<file path="src/rtl/pcie_phy_pkg.sv">
// Shared PCIe PHY receive-path types: symbol constants, deskew FSM states, lane symbol payload.
package pcie_phy_pkg;

  localparam logic [7:0] COM_SYM = 8'hBC;
  localparam logic [7:0] SKP_SYM = 8'h1C;

  typedef enum logic [1:0] {
    IDLE,
    WAIT_FIRST,
    COLLECT,
    LOCKED
  } deskew_state_t;

  typedef struct packed {
    logic       valid;
    logic       k;
    logic [7:0] data;
  } lane_sym_t;

  function automatic logic is_com(input lane_sym_t s);
    return s.valid & s.k & (s.data == COM_SYM);
  endfunction

endpackage

</file>
<file path="src/rtl/lane_delay_line.sv">
// One lane's symbol delay line: input register plus MAXSKEW shift stages, tap-selected output.
module lane_delay_line
  import pcie_phy_pkg::*;
#(
  parameter  int unsigned MAXSKEW = 4,
  localparam int unsigned DW      = $clog2(MAXSKEW + 1)
) (
  input  logic          CLK,
  input  logic          reset,
  input  logic          rx_valid,
  input  logic          rx_k,
  input  logic [7:0]    rx_data,
  input  logic [DW-1:0] tap,
  output logic          aligned_valid,
  output logic          aligned_k,
  output logic [7:0]    aligned_data
);

  lane_sym_t [MAXSKEW:0] stage;
  lane_sym_t             head;
  lane_sym_t             sel;

  assign head = '{valid: rx_valid, k: rx_k, data: rx_data};

  // Stage 0 is the input register; stage j holds the symbol sampled j cycles earlier.
  always_ff @(posedge CLK or posedge reset) begin
    if (reset) begin
      stage <= '0;
    end else begin
      stage <= {stage[MAXSKEW-1:0], head};
    end
  end

  always_comb begin
    sel = stage[0];
    for (int unsigned j = 1; j <= MAXSKEW; j++) begin
      if (tap == DW'(j)) sel = stage[j];
    end
  end

  assign aligned_valid = sel.valid;
  assign aligned_k     = sel.k;
  assign aligned_data  = sel.data;

endmodule

</file>
<file path="src/rtl/rx_lane_deskew.sv">
// Multi-lane RX deskew: measures COM arrival skew per lane and delays early lanes to align them.
module rx_lane_deskew
  import pcie_phy_pkg::*;
#(
  parameter  int unsigned LANESNUMBER = 16,
  parameter  int unsigned MAXSKEW     = 4,
  localparam int unsigned DW          = $clog2(MAXSKEW + 1)
) (
  input  logic                     CLK,
  input  logic                     reset,
  input  logic                     deskew_en,
  input  logic [LANESNUMBER-1:0]   lane_mask,
  input  logic [8*LANESNUMBER-1:0] RxData,
  input  logic [LANESNUMBER-1:0]   RxDataK,
  input  logic [LANESNUMBER-1:0]   RxValid,
  output logic [8*LANESNUMBER-1:0] AlignedData,
  output logic [LANESNUMBER-1:0]   AlignedDataK,
  output logic [LANESNUMBER-1:0]   AlignedValid,
  output logic                     deskew_locked,
  output logic                     deskew_err,
  output logic [DW*LANESNUMBER-1:0] lane_delay
);

  localparam int unsigned CW = DW + 1;

  deskew_state_t state, state_nx;

  logic [LANESNUMBER-1:0]         seen, seen_nx;
  logic [LANESNUMBER-1:0]         com_in, com_out;
  logic [LANESNUMBER-1:0]         mask_q;
  logic [CW-1:0]                  cnt, cnt_nx;
  logic [LANESNUMBER-1:0][CW-1:0] arrival, arrival_nx;
  logic [LANESNUMBER-1:0][DW-1:0] delay_q, delay_nx, tap;
  logic                           locked_nx, err_nx, misalign;

  for (genvar i = 0; i < LANESNUMBER; i++) begin : g_lane
    assign com_in[i] = lane_mask[i] &
                       is_com(lane_sym_t'({RxValid[i], RxDataK[i], RxData[8*i +: 8]}));
    // Lanes outside the negotiated width bypass the measured delay.
    assign tap[i]    = lane_mask[i] ? delay_q[i] : '0;

    lane_delay_line #(.MAXSKEW(MAXSKEW)) u_delay (
      .CLK          (CLK),
      .reset        (reset),
      .rx_valid     (RxValid[i]),
      .rx_k         (RxDataK[i]),
      .rx_data      (RxData[8*i +: 8]),
      .tap          (tap[i]),
      .aligned_valid(AlignedValid[i]),
      .aligned_k    (AlignedDataK[i]),
      .aligned_data (AlignedData[8*i +: 8])
    );

    assign com_out[i] = lane_mask[i] &
                        is_com(lane_sym_t'({AlignedValid[i], AlignedDataK[i], AlignedData[8*i +: 8]}));
  end

  // A COM on some active lane while another valid active lane shows something else.
  assign misalign   = (|com_out) & (|(AlignedValid & lane_mask & ~com_out));
  assign lane_delay = delay_q;

  always_ff @(posedge CLK or posedge reset) begin
    if (reset) begin
      state         <= IDLE;
      seen          <= '0;
      cnt           <= '0;
      arrival       <= '0;
      delay_q       <= '0;
      deskew_locked <= 1'b0;
      deskew_err    <= 1'b0;
      mask_q        <= '0;
    end else begin
      state         <= state_nx;
      seen          <= seen_nx;
      cnt           <= cnt_nx;
      arrival       <= arrival_nx;
      delay_q       <= delay_nx;
      deskew_locked <= locked_nx;
      deskew_err    <= err_nx;
      mask_q        <= lane_mask;
    end
  end

  always_comb begin
    state_nx   = state;
    seen_nx    = seen;
    cnt_nx     = cnt;
    arrival_nx = arrival;
    delay_nx   = delay_q;
    locked_nx  = deskew_locked;
    err_nx     = 1'b0;

    case (state)
      IDLE: begin
        delay_nx  = '0;
        locked_nx = 1'b0;
        if (deskew_en) state_nx = WAIT_FIRST;
      end

      WAIT_FIRST: begin
        delay_nx  = '0;
        locked_nx = 1'b0;
        if (|com_in) begin
          seen_nx    = com_in;
          arrival_nx = '0;
          cnt_nx     = CW'(1);
          if (com_in == lane_mask) begin
            locked_nx = 1'b1;
            state_nx  = LOCKED;
          end else begin
            state_nx  = COLLECT;
          end
        end
      end

      COLLECT: begin
        for (int i = 0; i < LANESNUMBER; i++) begin
          if (com_in[i] && !seen[i]) begin
            arrival_nx[i] = cnt;
            seen_nx[i]    = 1'b1;
          end
        end
        cnt_nx = cnt + CW'(1);
        // A final arrival on the last legal count wins over the overflow.
        if ((seen_nx & lane_mask) == lane_mask) begin
          for (int i = 0; i < LANESNUMBER; i++) begin
            delay_nx[i] = lane_mask[i] ? DW'(cnt - arrival_nx[i]) : '0;
          end
          locked_nx = 1'b1;
          state_nx  = LOCKED;
        end else if (cnt >= CW'(MAXSKEW)) begin
          err_nx   = 1'b1;
          seen_nx  = '0;
          state_nx = WAIT_FIRST;
        end
      end

      LOCKED: begin
        if (lane_mask != mask_q) begin
          delay_nx  = '0;
          locked_nx = 1'b0;
          seen_nx   = '0;
          state_nx  = WAIT_FIRST;
        end else if (misalign) begin
          err_nx    = 1'b1;
          delay_nx  = '0;
          locked_nx = 1'b0;
          seen_nx   = '0;
          state_nx  = WAIT_FIRST;
        end
      end

      default: state_nx = IDLE;
    endcase

    if (!deskew_en) begin
      state_nx  = IDLE;
      delay_nx  = '0;
      locked_nx = 1'b0;
      err_nx    = 1'b0;
      seen_nx   = '0;
    end
  end

endmodule

</file>
<file path="config.mk">
export PLATFORM = sky130hd
export DESIGN_NAME = rx_lane_deskew
export DESIGN_NICKNAME = d
export VERILOG_FILES = /design/src/rtl/pcie_phy_pkg.sv /design/src/rtl/lane_delay_line.sv /design/src/rtl/rx_lane_deskew.sv
export SDC_FILE = /design/constraint.sdc
export NUM_CORES = 2
export LEC_CHECK = 0
export CAP_MARGIN = 20
export CORE_MARGIN = 2
export CORE_UTILIZATION = 60
export CTS_CLUSTER_DIAMETER = 120
export DETAILED_ROUTE_END_ITERATION = 16
export MAX_ROUTING_LAYER = met4
export PLACE_DENSITY = 0.82
export SYNTH_ARGS = -nofsm -noshare
export SYNTH_HDL_FRONTEND = slang
export SYNTH_SLANG_ARGS = --single-unit
</file>
<file path="constraint.sdc">
create_clock -name CLK -period 58.6 [get_ports CLK]
set_clock_uncertainty 0.1 [all_clocks]
set_input_delay 8.79 -clock CLK [delete_from_list [all_inputs] [get_ports CLK]]
set_output_delay 8.79 -clock CLK [all_outputs]
set_load 0.01 [all_outputs]
</file>
==> metrics.csv <==
metric,value,unit
status,"finished, final reports clean",
initial_core_util,60.5,%
cpPeakStageDelay,1.10,ns
worst_slack,37.70,ns
cts_buffers,96,
hold_path.class,register to register,
cp_slowest_cell,clkdlybuf4s50_1,
cts_root_buffer,clkbuf_16,
setup_viol,0,
cp.required,49.71,ns
numPlacedInstances,4515,
ant_nets,0,
async_flop_share,100,%
clk-insertion-delay-late,0.65,ns
dp_hpwl,71.4,mm
gp_congestion,0.956,
netlist.area_leader.share,58.9,%
cts_max_path_buffers,3,
finalMaxSlewViolations,0,
cts.sinks,936,
cts_tree,done,
final_nets,3971,
yosys-top-cells-area,"dfrtp_1, mux2_2, nand2_1, nor2_1, a21oi_1",
dieArea,68400,um^2
design.core.area,65700,um^2
startpoint_type,input port,
grt_first_pass_wirelength,167,mm
syn_avg_cell_area,11.5,um^2
layout_commonest_cell,dfrtp_1,
cp_cell_sequence,clkdlybuf4s50_1 -> nor4bb_1 -> a222oi_1 -> o21ai_0 -> o21a_1 -> clkdlybuf4s50_1,
ir_worst_vdd,0.0219,mV
drt_pass1_iterations,6,
synth_edf_count,0,
port_buffers,388,
postCtsSetupBuffers,0,
synthFlopType,dfrtp_1,
drc,0,
syn_area,39800,um^2
relSlewSlack,26.6,%
grt_pass1_vias,29223,
tightest_slew,1.10,ns
clk_pin_slew,0.06,ns
ys_seq_area_share,58.9,%
holdBufCountCts,0,
cts_resized,0,
grt_usage,32.3,%
wl,107,mm
layout-drive-gt1-share,10.2,%
via_count,29329,
final_cell_mix,"dfrtp_1, clkdlybuf4s50_1, nand2_1, nor2_1, a21oi_1",
totalPowerFinal,1.52,mW
wl_per_cell,22.7,um
power.density,31.9,nW/um^2
rows,94,
area.growth.synth_to_final,19.6,%
synth_cells,3471,
synth.largest_area_cell,dfrtp_1,
drtIter0Drc,3171,
ys_ff_latch,936,
rsz0062_at_grt,false,
min_period,20.90,ns
criticalPathCategory,input port to output pin,
final_cells,4712,
fin_setup_tns,0,ns
hold_ws,0.261,ns
critPathMaxFanout,24,
via_per_inst,6.22,
synth_cell_types,89,
worst_setup_path_end_kind,output pin,
grt_max_degree,140,
syn-num-nets,3686,
die_x,261,um
finalCritPeriodShare,35.7,%
p_leak,20.0,nW
crit_arrival,12.01,ns
die_h,261,um
grt-ovfl-total,0,
yosys_warnings,0,
hold_viol_final,0,
drv_cap,0,
ios,389,
cpMostUsedCell,clkdlybuf4s50_1,
antenna_found_initial,9,
fmax,0.0478,GHz
ctsHtreeMaxLevel,3,
place_ws,37.89,ns
-- path summary, 6_finish.rpt --
check	from	to	slack, ns	cells past startpoint
min in group asynchronous	reset	g_lane[7].u_delay.stage[31]	8.67	2
min	g_lane[14].u_delay.stage[28]	g_lane[14].u_delay.stage[38]	0.26	0
max in group asynchronous	reset	g_lane[11].u_delay.stage[18]	47.33	4
max reg2reg	lane_delay[45]	lane_delay[33]	52.19	12
min reg2reg	g_lane[14].u_delay.stage[28]	g_lane[14].u_delay.stage[38]	0.26	0
max	lane_mask[6]	AlignedValid[6]	37.70	6
-- Yosys cell counts (all sizes together), types with 31 or more instances --
library cell,n
a21o,31
a21oi,151
a22o,37
a22oi,50
a31oi,33
buf,69
clkbuf,170
dfrtp,936
inv,129
mux2,99
mux2i,37
nand2,230
nand2b,114
nand3b,37
nand4,44
nor2,219
nor2b,92
nor3b,34
nor4bb,40
o21ai,131
o22ai,81
or2,32
-- metrics by stage --
stage	instance area [um^2]	util (%)
floorplan	39800	-
global placement	43900	66.8
detailed placement	43900	66.8
CTS	47400	72.1
global route	47600	72.4
finish	47600	72.4
-- registers in the layout, summed over array words and instances, names as in the netlist, 2 cells and up --
| signal | cells |
|---|---|
| lane_delay | 48 |
| seen | 16 |
| state | 2 |
| mask_q | 16 |
| g_lane.u_delay.stage | 800 |
| cnt | 4 |
| arrival | 48 |
-- final cells by class --
class	instances	area, um^2
inverter	130	495
timing repair buffer	426	4290
fill	4459	18200
sequential	936	23400
tap	864	1080
multi-input combinational	2166	14800
clock buffer	132	2800
clock inverter	48	658
antenna	10	25.0
-- report_power, final --
group	internal, mW	switching, mW	total, mW
sequential	0.677	0.0236	0.700
combinational	0.0629	0.0917	0.155
clock	0.402	0.259	0.661
-- worst max-delay path, delay by kind of cell --
family	cells	cell delay [ns]
compound gates	3	0.67
buf+inv	2	1.63
simple gates	1	0.90
-- cell families after synthesis --
group           share of synthesized area [%]
compound gates                           14.4
xor+xnor                                 1.15
fa+ha+maj                                1.43
buf+inv                                  3.92
flops                                    58.9
mux                                      3.73
simple gates                             16.5
-- layer usage --
metal	track usage (%)	vias up	wire (um)	share of wire, %
met2	49.4	1151	51000	48
met3	5.82	237	6910	6.5
met4	11.6	0	3920	3.7
met5	-	-	0	0
met1	43.9	14833	45000	42
li1	-	13108	-	-
Note: power is estimated with default switching activity, not from simulation.
